File: src/rtl/macc_pkg.sv
// Shared definitions for the multiply-add / multiply-accumulate pipeline:
// mode encodings, guard-bit count for the wide adder and the input-stage bound.
package macc_pkg;

  localparam logic [1:0] MODE_MADD     = 2'b00;
  localparam logic [1:0] MODE_MSUB     = 2'b01;
  localparam logic [1:0] MODE_MACC     = 2'b10;
  localparam logic [1:0] MODE_MACC_SUB = 2'b11;

  // Extra bits above ACC_WIDTH so every sum/difference is exact before range checks
  localparam int unsigned GUARD_BITS = 2;

  // Largest supported input register depth
  localparam int unsigned MAX_IN_STAGES = 4;

endpackage

File: src/rtl/macc_delay_line.sv
// WIDTH x DEPTH register chain with synchronous active-high reset.
// DEPTH=0 degenerates to a wire passthrough.
// Ports:
//   clk  - rising-edge clock
//   rst  - synchronous active-high reset, clears every stage
//   din  - data entering the chain
//   dout - data leaving the chain, DEPTH cycles later
module macc_delay_line #(
  parameter int unsigned WIDTH = 8,
  parameter int unsigned DEPTH = 1
) (
  input  logic             clk,
  input  logic             rst,
  input  logic [WIDTH-1:0] din,
  output logic [WIDTH-1:0] dout
);

  generate
    if (DEPTH == 0) begin : g_wire
      assign dout = din;
    end else begin : g_regs
      logic [WIDTH-1:0] stage_q [DEPTH];

      // Shift register; stage 0 captures din
      always_ff @(posedge clk) begin
        if (rst) begin
          for (int i = 0; i < int'(DEPTH); i++) stage_q[i] <= '0;
        end else begin
          stage_q[0] <= din;
          for (int i = 1; i < int'(DEPTH); i++) stage_q[i] <= stage_q[i-1];
        end
      end

      assign dout = stage_q[DEPTH-1];
    end
  endgenerate

endmodule

File: src/rtl/multiplier_accumulate_pipe.sv
// Pipelined multiply-add / multiply-accumulate unit with overflow reporting.
// Operands travel through IN_STAGES input registers, then a single result
// register computes c +/- a*b (MADD/MSUB) or acc +/- a*b (MACC/MACC_SUB).
// Optional feature macro: MACC_SATURATE_EN -- clamp res on overflow instead
// of wrapping modulo 2^ACC_WIDTH.
// Ports:
//   clk       - rising-edge clock
//   rst       - synchronous active-high reset
//   in_valid  - qualifies a, b, c, mode, acc_clr
//   a, b      - multiplicand, multiplier
//   c         - addend / accumulator seed
//   mode      - 00 MADD, 01 MSUB, 10 MACC, 11 MACC_SUB
//   acc_clr   - in MACC modes, seed from c rather than the running result
//   out_valid - res/ovf valid this cycle
//   res       - result / accumulator
//   ovf       - this operation's exact result did not fit ACC_WIDTH
module multiplier_accumulate_pipe
  import macc_pkg::*;
#(
  parameter int unsigned A_WIDTH   = 8,
  parameter int unsigned B_WIDTH   = 8,
  parameter int unsigned C_WIDTH   = 8,
  parameter int unsigned ACC_WIDTH = 24,
  parameter int unsigned IN_STAGES = 2,
  parameter int unsigned SIGNED    = 0
) (
  input  logic                 clk,
  input  logic                 rst,
  input  logic                 in_valid,
  input  logic [A_WIDTH-1:0]   a,
  input  logic [B_WIDTH-1:0]   b,
  input  logic [C_WIDTH-1:0]   c,
  input  logic [1:0]           mode,
  input  logic                 acc_clr,
  output logic                 out_valid,
  output logic [ACC_WIDTH-1:0] res,
  output logic                 ovf
);

  localparam int unsigned EW = ACC_WIDTH + GUARD_BITS;
  localparam int unsigned BW = 1 + 1 + 2 + C_WIDTH + B_WIDTH + A_WIDTH;

  localparam logic [ACC_WIDTH-1:0] RES_MAX = (SIGNED != 0) ? {1'b0, {(ACC_WIDTH-1){1'b1}}} : '1;
  localparam logic [ACC_WIDTH-1:0] RES_MIN = (SIGNED != 0) ? {1'b1, {(ACC_WIDTH-1){1'b0}}} : '0;

  // Parameter legality
  generate
    if ((ACC_WIDTH < A_WIDTH + B_WIDTH) || (ACC_WIDTH < C_WIDTH)) begin : g_bad_acc_width
      $error("multiplier_accumulate_pipe: ACC_WIDTH too small for operands");
    end
    if (IN_STAGES > MAX_IN_STAGES) begin : g_bad_in_stages
      $error("multiplier_accumulate_pipe: IN_STAGES out of range 0..4");
    end
  endgenerate

  logic [BW-1:0]      bundle_in;
  logic [BW-1:0]      bundle_d;
  logic               v_d;
  logic               clr_d;
  logic [1:0]         mode_d;
  logic [C_WIDTH-1:0] c_d;
  logic [B_WIDTH-1:0] b_d;
  logic [A_WIDTH-1:0] a_d;

  // All operation fields share one delay line so they stay aligned
  assign bundle_in = {in_valid, acc_clr, mode, c, b, a};

  macc_delay_line #(
    .WIDTH (BW),
    .DEPTH (IN_STAGES)
  ) u_in_dly (
    .clk  (clk),
    .rst  (rst),
    .din  (bundle_in),
    .dout (bundle_d)
  );

  assign {v_d, clr_d, mode_d, c_d, b_d, a_d} = bundle_d;

  logic [EW-1:0]        a_ext;
  logic [EW-1:0]        b_ext;
  logic [EW-1:0]        c_ext;
  logic [EW-1:0]        acc_ext;
  logic [EW-1:0]        base;
  logic [EW-1:0]        prod;
  logic [EW-1:0]        sum;
  logic                 accumulate;
  logic                 subtract;
  logic                 ovf_c;
  logic [ACC_WIDTH-1:0] res_c;

  // Extension, wide add/subtract and range check for the final stage
  always_comb begin
    a_ext      = '0;
    b_ext      = '0;
    c_ext      = '0;
    acc_ext    = '0;
    base       = '0;
    prod       = '0;
    sum        = '0;
    ovf_c      = 1'b0;
    res_c      = '0;
    accumulate = (mode_d == MODE_MACC) || (mode_d == MODE_MACC_SUB);
    subtract   = (mode_d == MODE_MSUB) || (mode_d == MODE_MACC_SUB);

    if (SIGNED != 0) begin
      a_ext   = EW'($signed(a_d));
      b_ext   = EW'($signed(b_d));
      c_ext   = EW'($signed(c_d));
      acc_ext = EW'($signed(res));
    end else begin
      a_ext   = EW'(a_d);
      b_ext   = EW'(b_d);
      c_ext   = EW'(c_d);
      acc_ext = EW'(res);
    end

    // Low EW bits of the product are exact in both signednesses
    prod = a_ext * b_ext;
    base = (accumulate && !clr_d) ? acc_ext : c_ext;
    sum  = subtract ? (base - prod) : (base + prod);

    // Signed: bits above the sign must replicate it; unsigned: bits above must be 0
    if (SIGNED != 0) begin
      ovf_c = !((&sum[EW-1:ACC_WIDTH-1]) || !(|sum[EW-1:ACC_WIDTH-1]));
    end else begin
      ovf_c = |sum[EW-1:ACC_WIDTH];
    end

`ifdef MACC_SATURATE_EN
    // Top guard bit gives the overflow direction
    if (ovf_c) res_c = sum[EW-1] ? RES_MIN : RES_MAX;
    else       res_c = sum[ACC_WIDTH-1:0];
`else
    res_c = sum[ACC_WIDTH-1:0];
`endif
  end

  // Result register; bubbles leave res/ovf (and hence the accumulator) untouched
  always_ff @(posedge clk) begin
    if (rst) begin
      out_valid <= 1'b0;
      res       <= '0;
      ovf       <= 1'b0;
    end else begin
      out_valid <= v_d;
      if (v_d) begin
        res <= res_c;
        ovf <= ovf_c;
      end
    end
  end

endmodule
File: config.mk
export PLATFORM = sky130hd
export DESIGN_NAME = multiplier_accumulate_pipe
export DESIGN_NICKNAME = d
export VERILOG_FILES = /design/src/rtl/macc_pkg.sv /design/src/rtl/macc_delay_line.sv /design/src/rtl/multiplier_accumulate_pipe.sv
export SDC_FILE = /design/constraint.sdc
export NUM_CORES = 1
export LEC_CHECK = 0
export BUFFER_PORTS_ARGS = -buffer_cell sky130_fd_sc_hd__buf_2
export CAP_MARGIN = 25
export CORE_MARGIN = 2
export CORE_UTILIZATION = 57
export CTS_BUF_LIST = sky130_fd_sc_hd__clkbuf_8
export DETAILED_ROUTE_END_ITERATION = 10
export GPL_ROUTABILITY_DRIVEN = 1
export HOLD_SLACK_MARGIN = 0.15
export PLACE_DENSITY = 0.79
export SYNTH_ARGS = -nofsm -noshare
export SYNTH_HDL_FRONTEND = slang
export SYNTH_SLANG_ARGS = --single-unit
File: constraint.sdc
create_clock -name clk -period 5.2 [get_ports clk]
set_input_delay 0.78 -clock clk [delete_from_list [all_inputs] [get_ports clk]]
set_output_delay 0.78 -clock clk [all_outputs]
set_load 0.05 [all_outputs]
==> impl_metrics.ini, run 1 <==
[timing]
skew_ns = 0.0175
clock.fmax_ghz = 0.176
worstMarginPinSlew_ns = 0.885
slew_violations = 0
max_slew_margin_pct = 41.0
period_minus_slack_ns = 5.69
period_share_pct = 109
rsz0062_at_grt = true
hold_viol_final = 0
setup_ws_ns = -0.488
finalSetupViolCount = 14

[power]
p_int_mw = 1.07
switchingPower_uw = 498
p_leak_nw = 4.15
p_seq_share_pct = 42.6
pwr_density_cell_nw_per_um2 = 173
peakVddDrop_mv = 0.235
p_sw_share_pct = 31.7
combPwrFrac_pct = 26.2
finalPower_mw = 1.57
p_clk_share_pct = 31.1

[die]
coreArea_sq_um = 11900
row_count = 40
io-pin-count = 56
initial_core_util_pct = 57.8
dieArea_sq_um = 13000
die_x_um = 114
dieHeight_um = 114

[clock_tree]
cts_hold_buf = 0
root_buffer = clkbuf_8
clockBufferDepth = 2
clkTransAtPathRegs_ns = 0.08
cts_tree = yes
cts_made_buffers = 9
cts_sinks = 82
clock_latency_ns = 0.39
htreeDepth = 3

[routing]
drt_pass1_iterations = 5
routed_wl_um = 18600
post_drt_via_cell_ratio = 5.63
via_count = 6338
drcViolationCount = 0
drtAntennaViolNets = 0
drt_iter0_markers = 515
avgRoutedWirePerCell_um = 16.5

[critical_path]
slowest_stage = fa_1
r2r_slack_ns = -0.49
regToRegEndpoint = res[22]
cp-end-kind = flop
required_ns = 5.47
path_max_fanout = 8
crit_arrival_ns = 5.96
crit_chain = and2_4 -> fa_2 -> fa_1 -> inv_1 -> fa_1 -> fa_1 -> inv_2 -> ha_4 -> nand2_1 -> o211ai_1 -> a31oi_4 -> buf_4 -> buf_6 -> xnor2_1 -> buf_4 -> ha_4 -> nor2_2 -> a221o_1 -> nand2_1 -> nand2_1 -> or2_2 -> a21oi_1 -> mux2_4
rr_startpoint = u_in_dly.g_regs.stage_q[0][39]
critical_path_class = flop to flop
reg2reg_depth = 23
worstSetupStartpointType = flop
max_stage_delay_ns = 0.53

[finish]
area.growth.synth_to_final_pct = 31.6
utilization_pct = 76.1
seqCellArea_sq_um = 1680
n_antenna_cell = 0
final_nets = 1110
drive_gt1_share_pct = 34.1
multi_input_area_sq_um = 5450
fill_cells = 833

[global_route]
grt_pass1_wl_um = 29100
track_usage_pct = 28.3
grtUsageMet3_pct = 3.51
grt_max_degree = 90
gr-usage-met1_pct = 38.2
busiest_layer = met2
use_met2_pct = 45.3
antenna_found_initial = 0
grt_pass1_vias = 6209
overflow = 0

[hold_path]
hold_class = flop to flop
min-delay-start = u_in_dly.g_regs.stage_q[0][11]
holdPathEnd = u_in_dly.g_regs.stage_q[0][39]
holdPathStages = 1

[logic_synthesis]
synthCells = 823
synth_nets = 959
synth-edff-count = 0
synthFlopType = dfxtp_1
syn_area_sq_um = 6890
synth_area_leaders = dfxtp_1, ha_1, fa_1
yosys_warnings = 0
synth_top_area_share_pct = 23.8
ys_seq_area_share_pct = 23.8
ys_async_sr_fraction_pct = 0
ys_types = 75
yosys.area.top_type = dfxtp_1
synth_area_per_cell_sq_um = 8.37
yosysMostFrequentCell = dfxtp_1
synth_commonest_cells = dfxtp_1, inv_1, nand2_1, ha_1, nor2b_1
ys_ff_latch = 82

[outcome]
violations = setup timing
status = complete, but fails checks

[placed_design]
place_hpwl_um = 12900
dp_slack_ns = -0.611
place_congestion = 0.987
port-buffer-count = 55

[run]
cap_violations = 0
logic make-up after synthesis:
family / after synthesis / share of synthesized area [%]
simple gates: 314 / 24.1
flops: 82 / 23.8
fa+ha+maj: 106 / 23.4
buf+inv: 119 / 6.96
compound gates: 170 / 17.4
mux: 10 / 1.47
xor+xnor: 22 / 2.80
what timing repair did:
action                     CTS  global route
gates cloned                 1             0
setup endpoints to repair   16            18
gates resized for setup     45            86
setup buffers                8            16
pin swaps                   43            53
final cells by class:
class,count,share of cell area (%)
Inverter,81,3.38
Multi-Input combinational cell,622,60.1
Timing Repair Buffer,178,13.7
Tap cell,147,2.03
Clock inverter,6,0.704
Sequential cell,82,18.5
Clock buffer,10,1.52
worst max-delay path by stage:
stage	startpoint	end	slack (ns)
floorplan	u_in_dly.g_regs.stage_q[0][41]	res[16]	-0.02
detailed placement	u_in_dly.g_regs.stage_q[0][39]	res[16]	-0.61
global route	u_in_dly.g_regs.stage_q[0][31]	res[23]	-0.75
finish	u_in_dly.g_regs.stage_q[0][39]	res[22]	-0.49
global placement	u_in_dly.g_regs.stage_q[0][39]	res[16]	-0.43
CTS	u_in_dly.g_regs.stage_q[0][38]	res[16]	-0.41
registers in the layout, indices dropped and copies added, names as in the netlist:
| signal | count |
|---|---|
| u_in_dly.g_regs.stage_q | 56 |
| res | 24 |
| out_valid | 1 |
| ovf | 1 |
through the flow:
step | std cells | hold WS, ns | area, sq um | TNS (ns)
finish | 1126 | 0.435 | 9070 | -5.62
global route | 1126 | 0.451 | 9070 | -8.86
CTS | 1111 | 0.441 | 8540 | -3.98
detailed placement | 1087 | 0.422 | 8060 | -6.71
global placement | 1087 | 0.416 | 8060 | -4.80
floorplan | 823 | 0.414 | 7060 | -0.0169
worst max-delay path: cells and delay by family (launching register included):
kind / cells / cell delay [ns]
buffers and inverters: 5 / 0.51
adders and majority gates: 6 / 2.45
and+or+nand+nor: 6 / 0.78
DFF: 1 / 0.38
xor gates and xnor gates: 1 / 0.12
muxes: 1 / 0.32
AOI/OAI and AO/OA: 4 / 1.00
cell usage in the layout, fill, tap and decap left out, types with 13 or more instances in the layout:
cell type | netlist | layout
buf_4 | 4 | 110
nor2_1 | 45 | 36
ha_1 | 68 | 53
nor2b_1 | 65 | 62
xnor2_1 | 17 | 13
and2_1 | 63 | 53
o211ai_1 | 13 | 13
a211oi_1 | 16 | 14
inv_1 | 81 | 72
nand2_1 | 73 | 67
dfxtp_1 | 82 | 70
buf_2 | 7 | 56
a21oi_2 | 1 | 14
a21oi_1 | 47 | 30
fa_1 | 38 | 35
power groups by stage:
stage | sequential (mW) | clock, mW | combinational (mW)
after global placement | 0.685 | 0 | 0.328
after global routing | 0.672 | 0.520 | 0.442
after floorplan | 0.703 | 0 | 0.202
after CTS | 0.670 | 0.496 | 0.350
after detailed placement | 0.686 | 0 | 0.332
final | 0.669 | 0.488 | 0.411
metal layers:
metal	vias to the layer above	part of all wire (%)	wire length (um)
met3	35	5.3	985
li1	3081	-	-
met4	0	2.8	529
met5	-	0	0
met1	3009	44	8240
met2	213	48	8830
Note: power is estimated with default switching activity, not from simulation.
==> run 2: changes to the inputs <==
Settings changed: BUFFER_PORTS_ARGS -buffer_cell sky130_fd_sc_hd__buf_2 to default, CORE_UTILIZATION 57 to 45, DONT_BUFFER_PORTS from default to 1, PLACE_DENSITY 0.79 to default.
==> run 2 against run 1 <==
  * The run still ends with setup timing left
  * Cell area decreased by 0.76%
  * Worst hold slack got worse by 0.0027 ns
  * Total power is 3.4% higher
  * Core utilization is 16 points lower
  * Sequential cell count is the same
  * Routed wire length grew 1.2%
  * Worst setup slack better by 0.070 ns
  * Clock-buffer cell count shrank 1
  * Global-route usage fell by 4.4 points
  * Non-clock buffer count fell by 58
  * Sequential share of layout area increased by 0.072 points
  * First-iteration DRC count shrank 18%
  * Critical path type unchanged
  * Largest cell class unchanged
  * Largest power group unchanged
==> impl_metrics.ini, run 2 (synthesis gave the netlist of run 1 again) <==
[timing]
setup_ws_ns = -0.418
slew_violations = 0
period_share_pct = 108
worstMarginPinSlew_ns = 0.767
hold_viol_final = 0
finalSetupViolCount = 15
max_slew_margin_pct = 48.8
period_minus_slack_ns = 5.62
finalSetupTns_ns = -4.35
clock.fmax_ghz = 0.178
rsz0062_at_grt = true
skew_ns = 0.0134

[hold_path]
min-delay-start = u_in_dly.g_regs.stage_q[0][13]
holdPathEnd = u_in_dly.g_regs.stage_q[0][41]
holdPathStages = 1
hold_class = flop to flop

[critical_path]
crit_family = adder cells
rr_startpoint = u_in_dly.g_regs.stage_q[0][38]
crit_arrival_ns = 5.89
critical_path_class = flop to flop
path_depth = 22
crit_chain = and2_4 -> fa_1 -> fa_1 -> fa_1 -> inv_1 -> fa_1 -> inv_2 -> ha_4 -> nor3_2 -> o211ai_1 -> a31oi_2 -> o21bai_1 -> a21oi_2 -> buf_4 -> xnor2_4 -> ha_4 -> nand3_2 -> nand2_4 -> o211ai_1 -> a31o_2 -> a2111o_1 -> a311oi_2
required_ns = 5.47
max_stage_delay_ns = 0.58
worstSetupStartpointType = flop
r2r_slack_ns = -0.42
cpMostUsedCell = fa_1
reg2reg_depth = 22
path_max_fanout = 8
cp_num_buf_inv = 3
cp-end-kind = flop
slowest_stage = fa_1
regToRegEndpoint = ovf

[die]
dieArea_sq_um = 16300
io-pin-count = 56
die_x_um = 128
coreArea_sq_um = 15100
dieHeight_um = 128
initial_core_util_pct = 45.6
row_count = 45

[finish]
final_nets = 1052
layoutNonFillerInstCount = 1109
drive_gt1_share_pct = 32.7
mostFrequentLayoutCells = buf_4, inv_1, dfxtp_1
utilization_pct = 59.6
layout_commonest_cell = buf_4
regMostFlops = u_in_dly.g_regs.stage_q
largest_register_ffs = 56
biggestRegsByFlops = u_in_dly.g_regs.stage_q: 56 flops, res: 24 flops
area.growth.synth_to_final_pct = 30.6
n_antenna_cell = 0

[clock_tree]
clock_latency_ns = 0.37
clockBufferDepth = 2
cts_made_buffers = 9
clkTransAtPathRegs_ns = 0.09
cts_sinks = 82
htreeDepth = 3
root_buffer = clkbuf_8
cts_tree = yes

[outcome]
status = complete, but fails checks
violations = setup timing

[routing]
drt_iter0_markers = 424
post_drt_via_cell_ratio = 5.51
avgRoutedWirePerCell_um = 17.0
drt_pass1_iterations = 5
drtAntennaViolNets = 0
drcViolationCount = 0
routed_wl_um = 18800
via_count = 6112

[global_route]
grt_max_degree = 91
overflow = 0
antenna_found_initial = 0
track_usage_pct = 23.9
grt_pass1_wl_um = 31000
grt_pass1_vias = 6268

[placed_design]
place_congestion = 0.913
port-buffer-count = 0
dp_slack_ns = -0.519
place_hpwl_um = 14000
dp_cells = 1073

[power]
peakVddDrop_mv = 0.154
p_leak_nw = 3.94
pwr_density_cell_nw_per_um2 = 180

[run]
cap_violations = 0
[run 2: cell count changes in the layout (fill, tap and decap cells not counted), moves of 5 or more]
cell     before  now
xnor2_2       1    6
buf_6        12    7
a21oi_1      30   25
xnor2_1      13    8
a21oi_2      14   20
buf_2        56    0
[run 2: worst max-delay path by stage]
stage	from	to
final	u_in_dly.g_regs.stage_q[0][38]	ovf
after global routing	u_in_dly.g_regs.stage_q[0][39]	ovf
after detailed placement	u_in_dly.g_regs.stage_q[0][39]	res[19]
after CTS	u_in_dly.g_regs.stage_q[0][38]	res[16]
after floorplan	u_in_dly.g_regs.stage_q[0][41]	res[16]
after global placement	u_in_dly.g_regs.stage_q[0][34]	res[19]
[run 2: report_power, final]
| part | internal (mW) | switching, mW |
|---|---|---|
| Sequential | 0.653 | 0.0424 |
| Clock | 0.279 | 0.270 |
| Combinational | 0.183 | 0.195 |
| Total | 1.11 | 0.508 |
[run 2: layout make-up]
type,count,area (sq um)
Clock buffer,9,124
Clock inverter,7,106
Fill cell,1338,6090
Inverter,81,307
Multi-Input combinational cell,622,5600
Sequential cell,82,1680
Tap cell,188,235
Timing Repair Buffer,120,947
[run 2: metrics by stage]
step / area (sq um) / power [mW] / hold WS, ns
6_report: 9000 / 1.62 / 0.433
5_1_grt: 9000 / 1.70 / 0.446
4_1_cts: 8560 / 1.58 / 0.432
3_5_place_dp: 7840 / 0.996 / 0.423
3_3_place_gp: 7840 / 0.991 / 0.419
2_1_floorplan: 7060 / 0.905 / 0.414
[run 2: metal layers]
layer / share of wire [%] / global-route usage, % / wire (um) / vias up
met5: 0 / 0 / 0 / -
met4: 1.9 / 7.69 / 348 / 0
met3: 3.5 / 3.01 / 650 / 26
met2: 48 / 39.9 / 9040 / 155
met1: 47 / 32.2 / 8770 / 2969
li1: - / - / - / 2962
[run 2: what timing repair did]
action | in CTS | in global routing
endpoints found under the setup margin | 16 | 18
hold buffers | 0 | 0
setup buffers | 11 | 10
resized for setup | 90 | 68
pin swaps | 55 | 44
==> run 3: changes to the inputs <==
Settings changed: BUFFER_PORTS_ARGS from default to -buffer_cell sky130_fd_sc_hd__buf_2, DONT_BUFFER_PORTS 1 to default, PLACE_DENSITY from default to 0.65.
==> run 3 against run 2 <==
  * The run still ends with setup timing left
  * Sequential power shrank 3.7%
  * Die area is the same
  * Core utilization grew 1.5 points
  * Combinational power grew 8.7%
  * Worst setup slack lost 0.046 ns
  * Total power shrank 1.3%
  * Worst hold slack lost 0.0035 ns
  * First-iteration DRC count grew 9.7%
==> impl_metrics.ini, run 3 (synthesis gave the netlist of run 1 again) <==
[outcome]
status = complete, but fails checks
violations = setup timing

[routing]
avgRoutedWirePerCell_um = 15.0
via_count = 6327
drt_pass1_iterations = 6
post_drt_via_cell_ratio = 5.35
drt_iter0_markers = 465
drcViolationCount = 0
drtAntennaViolNets = 0
routed_wl_um = 17700

[global_route]
grt_pass1_vias = 6151
grt_max_degree = 56
antenna_found_initial = 0
grt_pass1_wl_um = 29600
track_usage_pct = 22.5
overflow = 0

[timing]
slew_violations = 0
finalSetupViolCount = 16
skew_ns = 0.0187
worstMarginPinSlew_ns = 0.710
setup_ws_ns = -0.464
max_slew_margin_pct = 52.6
rsz0062_at_grt = true
period_minus_slack_ns = 5.66
hold_viol_final = 0
period_share_pct = 109
hold_ws_ns = 0.429
clock.fmax_ghz = 0.177

[critical_path]
path_max_fanout = 5
critical_path_class = flop to flop
crit_start = u_in_dly.g_regs.stage_q[0][31]
slowest_stage = fa_1
path_depth = 25
cp_num_buf_inv = 4
worstSetupStartpointType = flop
reg2reg_depth = 25
cpMostUsedCell = fa_1
cp-end-kind = flop
critical_path.endpoint = res[16]
regToRegEndpoint = res[16]
crit_arrival_ns = 5.98
crit_family = adder cells
max_stage_delay_ns = 0.52
required_ns = 5.51
rr_startpoint = u_in_dly.g_regs.stage_q[0][31]
r2r_slack_ns = -0.46

[finish]
drive_gt1_share_pct = 35.7
n_antenna_cell = 0
utilization_pct = 61.2
largest_register_ffs = 56
biggestRegsByFlops = u_in_dly.g_regs.stage_q: 56 flops, res: 24 flops
final_cell_area_sq_um = 9230
layoutNonFillerInstCount = 1182
final_nets = 1125
area.growth.synth_to_final_pct = 34.0
layout_commonest_cell = buf_4
mostFrequentLayoutCells = buf_4, inv_1, dfxtp_1
regMostFlops = u_in_dly.g_regs.stage_q

[die]
dieHeight_um = 128
initial_core_util_pct = 45.6
dieArea_sq_um = 16300
die_x_um = 128
row_count = 45
coreArea_sq_um = 15100
io-pin-count = 56

[placed_design]
place_area_sq_um = 8210
dp_cells = 1140
place_hpwl_um = 13000
place_congestion = 0.943
port-buffer-count = 55

[hold_path]
min-delay-start = u_in_dly.g_regs.stage_q[0][15]
hold_class = flop to flop

[clock_tree]
root_buffer = clkbuf_8
cts_made_buffers = 9
cts_tree = yes
clock_latency_ns = 0.39
htreeDepth = 3
clockBufferDepth = 2
cts_sinks = 82
cts_hold_buf = 0
clkTransAtPathRegs_ns = 0.11

[power]
pwr_density_cell_nw_per_um2 = 173
finalPower_mw = 1.60
p_leak_nw = 4.25
peakVddDrop_mv = 0.179

[run]
cap_violations = 0
run 3: cell types whose count changed in the layout (fill, tap and decap cells not counted), moves of 6 or more:
cell / change
a21oi_1: +6
a21oi_2: -8
ha_1: +6
buf_2: +55
ha_4: -6
buf_4: +17
run 3: worst min path at each step:
stage,to,cells after the start
2_1_floorplan,u_in_dly.g_regs.stage_q[0][28],1
3_3_place_gp,u_in_dly.g_regs.stage_q[0][54],1
3_5_place_dp,u_in_dly.g_regs.stage_q[0][36],1
4_1_cts,u_in_dly.g_regs.stage_q[0][36],1
5_1_grt,u_in_dly.g_regs.stage_q[0][39],1
6_report,u_in_dly.g_regs.stage_q[0][43],1
run 3: area by class of cell:
class,count,area [sq um]
clock buffer,9,124
clock inverter,7,95.1
fill,1297,5860
inverter,81,304
multi-input combinational,622,5450
sequential,82,1670
tap,188,235
timing repair buffer,193,1350
run 3: through the flow:
step           setup WS [ns]  TNS [ns]
2_1_floorplan        -0.0150   -0.0169
3_3_place_gp          -0.422     -4.84
3_5_place_dp          -0.539     -6.50
4_1_cts               -0.408     -4.59
5_1_grt               -0.730     -9.24
6_report              -0.464     -5.22
run 3: per-layer routing:
metal	part of all wire (%)	wire, um	global-route usage, %
met1	46	8220	30.1
met2	47	8400	37.3
met3	4.0	716	3.67
met4	2.2	399	7.30
met5	0	0	0
run 3: power by group:
group          switching, mW  internal, mW  leakage, nW
clock network          0.283         0.238        0.111
logic                  0.221         0.190         3.46
registers             0.0163         0.653        0.681
total                  0.520          1.08         4.25
run 3: timing repair:
action                     in CTS  in global routing
resized for setup              82                 44
hold endpoints to repair        0                  0
setup endpoints to repair      16                 16
pin swaps                      73                 61
buffers inserted               15                 13
